==> src/rtl/crpa_kix_pkg.sv <==
// rtl/crpa_kix_pkg.sv - shared state encoding and sizing helpers for the KIX coefficient controller
package crpa_kix_pkg;

  typedef enum logic [1:0] {
    ST_IDLE   = 2'd0,
    ST_ARMED  = 2'd1,
    ST_SETTLE = 2'd2
  } kix_state_e;

  function automatic int clog2(input int n);
    int r;
    r = 0;
    while ((1 << r) < n) r++;
    return r;
  endfunction

  // Filter fill latency (taps + adder-tree depth) plus two cycles of margin.
  function automatic int settle_default(input int nt);
    return nt + clog2(nt) + 2;
  endfunction

endpackage

==> src/rtl/kix_coef_bank.sv <==
// rtl/kix_coef_bank.sv - NT x NCFWIDTH coefficient register array with tap write port,
// full-width load port and flattened output
module kix_coef_bank #(
  parameter int NT       = 16,
  parameter int NCFWIDTH = 16,
  parameter int AW       = 4
) (
  input  logic                   clk,
  input  logic                   resetn,
  input  logic                   we_i,
  input  logic [AW-1:0]          waddr_i,
  input  logic [NCFWIDTH-1:0]    wdata_i,
  input  logic                   load_i,
  input  logic [NT*NCFWIDTH-1:0] load_data_i,
  output logic [NT*NCFWIDTH-1:0] data_o
);

  for (genvar i = 0; i < NT; i++) begin : g_tap
    logic [NCFWIDTH-1:0] tap_q;

    // A bulk load wins over a tap write; the controller never issues both at once.
    always_ff @(posedge clk or negedge resetn) begin
      if (!resetn) begin
        tap_q <= '0;
      end else if (load_i) begin
        tap_q <= load_data_i[i*NCFWIDTH +: NCFWIDTH];
      end else if (we_i && (int'(waddr_i) == i)) begin
        tap_q <= wdata_i;
      end
    end

    assign data_o[i*NCFWIDTH +: NCFWIDTH] = tap_q;
  end

endmodule

==> src/rtl/kix_coef_ctrl.sv <==
// rtl/kix_coef_ctrl.sv - shadow/active coefficient banks with tick-aligned swap and output blanking.
// Optional readback port enabled by KIX_COEF_READBACK_EN.
module kix_coef_ctrl
  import crpa_kix_pkg::*;
#(
  parameter int NT       = 16,
  parameter int NCFWIDTH = 16,
  parameter int SETTLE   = settle_default(NT),
  parameter int AW       = clog2(NT)
) (
  input  logic                   clk,
  input  logic                   resetn,
  input  logic                   wr_valid,
  output logic                   wr_ready,
  input  logic [AW-1:0]          wr_addr,
  input  logic [NCFWIDTH-1:0]    wr_data,
  input  logic                   commit,
  input  logic                   tick,
  output logic [NT*NCFWIDTH-1:0] coeff_concat,
  output logic                   out_valid,
  output logic                   busy,
  output logic                   addr_err
`ifdef KIX_COEF_READBACK_EN
  ,
  input  logic                   rd_sel,
  input  logic [AW-1:0]          rd_addr,
  output logic [NCFWIDTH-1:0]    rd_data
`endif
);

  localparam int CW = (clog2(SETTLE) < 1) ? 1 : clog2(SETTLE);
  localparam logic [CW-1:0] CNT_INIT = CW'(SETTLE - 1);

  kix_state_e state_q, state_d;
  logic [CW-1:0] cnt_q, cnt_d;
  logic wr_ready_q, wr_ready_d;
  logic out_valid_q, out_valid_d;
  logic busy_q, busy_d;
  logic addr_err_q, addr_err_d;
  logic wr_fire, wr_in_range, shadow_we, swap;
  logic [NT*NCFWIDTH-1:0] shadow_flat, active_flat;

  assign wr_fire     = wr_valid & wr_ready_q;
  assign wr_in_range = int'(wr_addr) < NT;
  assign shadow_we   = wr_fire & wr_in_range;

  always_comb begin
    state_d = state_q;
    cnt_d   = cnt_q;
    swap    = 1'b0;
    case (state_q)
      ST_IDLE: begin
        if (commit) state_d = ST_ARMED;
      end
      ST_ARMED: begin
        if (tick) begin
          swap    = 1'b1;
          cnt_d   = CNT_INIT;
          state_d = ST_SETTLE;
        end
      end
      ST_SETTLE: begin
        if (cnt_q == '0) state_d = ST_IDLE;
        else             cnt_d   = cnt_q - CW'(1);
      end
      default: begin
        state_d = ST_SETTLE;
        cnt_d   = CNT_INIT;
      end
    endcase

    // Outputs are registered from the next state so they line up with the state edge.
    wr_ready_d  = (state_d == ST_IDLE);
    busy_d      = (state_d != ST_IDLE);
    out_valid_d = (state_d != ST_SETTLE);
    addr_err_d  = wr_fire & ~wr_in_range;
  end

  always_ff @(posedge clk or negedge resetn) begin
    if (!resetn) begin
      state_q     <= ST_SETTLE;
      cnt_q       <= CNT_INIT;
      wr_ready_q  <= 1'b0;
      out_valid_q <= 1'b0;
      busy_q      <= 1'b1;
      addr_err_q  <= 1'b0;
    end else begin
      state_q     <= state_d;
      cnt_q       <= cnt_d;
      wr_ready_q  <= wr_ready_d;
      out_valid_q <= out_valid_d;
      busy_q      <= busy_d;
      addr_err_q  <= addr_err_d;
    end
  end

  kix_coef_bank #(
    .NT       (NT),
    .NCFWIDTH (NCFWIDTH),
    .AW       (AW)
  ) u_shadow (
    .clk         (clk),
    .resetn      (resetn),
    .we_i        (shadow_we),
    .waddr_i     (wr_addr),
    .wdata_i     (wr_data),
    .load_i      (1'b0),
    .load_data_i ('0),
    .data_o      (shadow_flat)
  );

  kix_coef_bank #(
    .NT       (NT),
    .NCFWIDTH (NCFWIDTH),
    .AW       (AW)
  ) u_active (
    .clk         (clk),
    .resetn      (resetn),
    .we_i        (1'b0),
    .waddr_i     ('0),
    .wdata_i     ('0),
    .load_i      (swap),
    .load_data_i (shadow_flat),
    .data_o      (active_flat)
  );

  assign coeff_concat = active_flat;
  assign wr_ready     = wr_ready_q;
  assign out_valid    = out_valid_q;
  assign busy         = busy_q;
  assign addr_err     = addr_err_q;

`ifdef KIX_COEF_READBACK_EN
  logic [NCFWIDTH-1:0] rd_data_q, rd_data_d;

  always_comb begin
    rd_data_d = '0;
    for (int i = 0; i < NT; i++) begin
      if (int'(rd_addr) == i) begin
        rd_data_d = rd_sel ? shadow_flat[i*NCFWIDTH +: NCFWIDTH]
                           : active_flat[i*NCFWIDTH +: NCFWIDTH];
      end
    end
  end

  always_ff @(posedge clk or negedge resetn) begin
    if (!resetn) rd_data_q <= '0;
    else         rd_data_q <= rd_data_d;
  end

  assign rd_data = rd_data_q;
`endif

endmodule

==> config.mk <==
export PLATFORM = sky130hd
export DESIGN_NAME = kix_coef_ctrl
export DESIGN_NICKNAME = d
export VERILOG_FILES = /design/src/rtl/crpa_kix_pkg.sv /design/src/rtl/kix_coef_bank.sv /design/src/rtl/kix_coef_ctrl.sv
export SDC_FILE = /design/constraint.sdc
export NUM_CORES = 1
export LEC_CHECK = 0
export CORE_UTILIZATION = 58
export DETAILED_ROUTE_END_ITERATION = 8
export PLACE_DENSITY = 0.93
export SLEW_MARGIN = 10
export SYNTH_ARGS = -nofsm -noshare
export SYNTH_HDL_FRONTEND = slang
export SYNTH_SLANG_ARGS = --single-unit
==> constraint.sdc <==
create_clock -name clk -period 4.9 [get_ports clk]
set_input_delay 1.225 -clock clk [delete_from_list [all_inputs] [get_ports clk]]
set_output_delay 1.225 -clock clk [all_outputs]
set_load 0.02 [all_outputs]
==> reports/metrics.yaml <==
outcome:
  status: "completed"
route:
  via_per_inst: 5.71
  routed-wl-met2_mm: 23.7
  ant_nets: 0
  wl_met3_mm: 3.33
  post_drt_wl_per_cell_um: 24.9
  vias: 11000
  drtIter0Drc: 652
  routed_wl_mm: 48.1
  first_pass_iters: 4
  highest_layer: "met5"
  drt-met1-wl_mm: 19.4
  drc: 0
cts:
  clock_sinks: 522
  cts_setup_buffers: 0
  clk_pin_slew_ns: 0.06
  numCtsBuffers: 51
  cts_hold_buf: 0
  cts_tree: "built"
  cts_resized: 0
  cts_buffer_depth: 3
  insertion_delay_ns: 0.56
  cts_root_buffer: "clkbuf_16"
  cts.htree.levels: 2
sta:
  slew_violations: 0
  fin_skew_ns: 0.0187
  setup_tns_ns: 0
  fin_crit_ns: 3.05
  worstMarginPinSlew_ns: 1.28
  fmax_mhz: 328
  setup_viol: 0
  slew-limit-headroom: 0.141
  fin_crit_sh: 0.622
  finalHoldViolations: 0
  rsz0062_at_grt: "no"
critical_path:
  crit_family: "buffers and inverters"
  crit_slowest_cell: "clkdlybuf4s50_1"
  start_kind: "register"
  max_stage_delay_ns: 0.69
  cp_max_fo: 5
  cp_num_buf_inv: 1
  required_ns: 3.67
  path_cells: "clkdlybuf4s50_1"
  cp_data_arrival_time_ns: 1.82
  critical_path_class: "reg2out"
  end_kind: "output pin"
global_routing:
  grtUsageTotal: 0.280
  grt_pass1_vias: 12100
  antenna_found_initial: 2
  overflow: 0
  grt_pass1_wl_mm: 73.7
  grt_max_degree: 106
job:
  maxCapViolations: 0
synth:
  synth_nets: 1187
  ys_seq_area_frac: 0.662
  synth_top_flop_cell: "dfrtp_1"
  ys_warn_count: 0
  ys_seq_elements: 522
  syn_inst: 1161
  syn_avg_cell_area_um2: 17.0
  synthArstFlopShare: 1.00
  yosys.area.top_type: "dfrtp_1"
  synth_top_area_share: 0.656
  yosysMostFrequentCell: "dfrtp_1"
  synth_commonest_cells: "dfrtp_1 (517), mux2_2 (482), buf_2 (44), mux2_4 (30), clkbuf_1 (17)"
  synth_area_um2: 19700
  synth_edf_count: 0
  synth_cell_types: 40
  yosys-top-cells-area: "dfrtp_1 (66%), mux2_2 (28%), mux2_4 (2.3%)"
die:
  coreArea_um2: 33500
  start_util: 0.588
  die_area_um2: 34800
  die_y_um: 186
  rows: 67
  die_w_um: 186
  pin_count: 285
final_layout:
  insertedDiodeCount: 0
  fin_nets: 1473
  drive_gt1_frac: 0.424
  final_area_um2: 24700
  area_growth_pct: 25.3
pwr:
  power_density_nw_per_um2: 592
  power_uw: 14600
  peakVddDrop_v: 0.000434
  leakage_uw: 0.0118
placed_design:
  gp_congestion: 0.782
  io_buffer_count: 283
  place_area_um2: 23000
  post-dp-hpwl_mm: 29.7
worst_hold_path:
  worst_hold_path_type: "reg2reg"
==> path summary, 6_finish.rpt <==
check                                                  start                           end  slack (ns)  cells after the start
worst max register to register                    state_q[1]  u_active.g_tap[15].tap_q[14]        2.51                      4
worst max-delay path                                wr_ready                      wr_ready        1.85                      1
min in group asynchronous                             resetn    u_active.g_tap[3].tap_q[9]        0.67                      1
max in group asynchronous                             resetn   u_shadow.g_tap[4].tap_q[11]        3.19                      2
worst min register to register  u_shadow.g_tap[13].tap_q[11]  u_active.g_tap[13].tap_q[11]        0.50                      1
worst min-delay path            u_shadow.g_tap[13].tap_q[11]  u_active.g_tap[13].tap_q[11]        0.50                      1
==> cells in the final DEF, fill, tap and decap left out, types with 2 or more instances in the layout <==
cell type	synthesis	routed
buf_12	2	8
nor2_1	4	4
clkbuf_1	17	15
mux2_2	482	482
nand3b_2	2	2
nand4b_2	2	2
inv_1	5	5
clkbuf_8	0	5
nor2_2	9	9
nor3_1	2	2
buf_4	1	11
bufinv_16	0	7
nand2b_1	3	3
dfrtp_1	517	517
clkinvlp_4	0	2
clkdlybuf4s50_1	0	282
mux2_4	30	30
clkbuf_16	0	52
clkinv_2	0	7
or3_1	3	3
dfstp_2	5	5
nand2_1	6	6
==> area by class of cell <==
cell class	instances	area [µm²]
fillers	1918	8810
flip-flops and latches	522	13100
clock inverters	19	294
multi-input cells	565	6270
well taps	448	561
inverters	5	18.8
clock buffers	72	1430
repair buffers	302	3080
==> cell families (layout without fill, tap and decap cells) <==
| kind of cell | Yosys count | count (layout) | share of synthesized area |
|---|---|---|---|
| compound gates | 11 | 11 | 0.00431 |
| mux | 513 | 513 | 0.298 |
| fa+ha+maj | 1 | 1 | 0.000634 |
| buf+inv | 74 | 398 | 0.0206 |
| flops | 522 | 522 | 0.662 |
| other cells | 1 | 1 | 0.000190 |
| simple gates | 39 | 39 | 0.0135 |
==> power by group <==
part	switching (µW)	leakage (µW)	internal (µW)	total (µW)
Combinational	1880	0.00409	2250	4130
Clock	1610	0.000837	2400	4000
Sequential	826	0.00690	5680	6510
Total	4310	0.0118	10300	14600
==> layer usage <==
metal	global-route usage	vias to the layer above
met2	0.465	372
li1	-	4666
met1	0.360	5891
met4	0.0976	2
met3	0.0707	115
met5	0	-
==> stage by stage <==
step                      cells   util  hold slack, ns  worst slack [ns]
after floorplan            1161      -           0.475              2.37
after global placement     1842  0.686           0.482              1.48
after detailed placement   1842  0.686           0.490              1.43
after CTS                  1933  0.737           0.503              1.86
after global routing       1933  0.737           0.510              1.80
final                      1933  0.737           0.502              1.85
==> flip-flops by register name, summed over array words and instances, names as in the netlist <==
| register | cells |
|---|---|
| u_active.g_tap.tap_q | 256 |
| out_valid | 1 |
| u_shadow.g_tap.tap_q | 256 |
| busy | 1 |
| wr_ready | 1 |
| state_q | 2 |
| cnt_q | 5 |
Power figures use the tool's default switching activity.
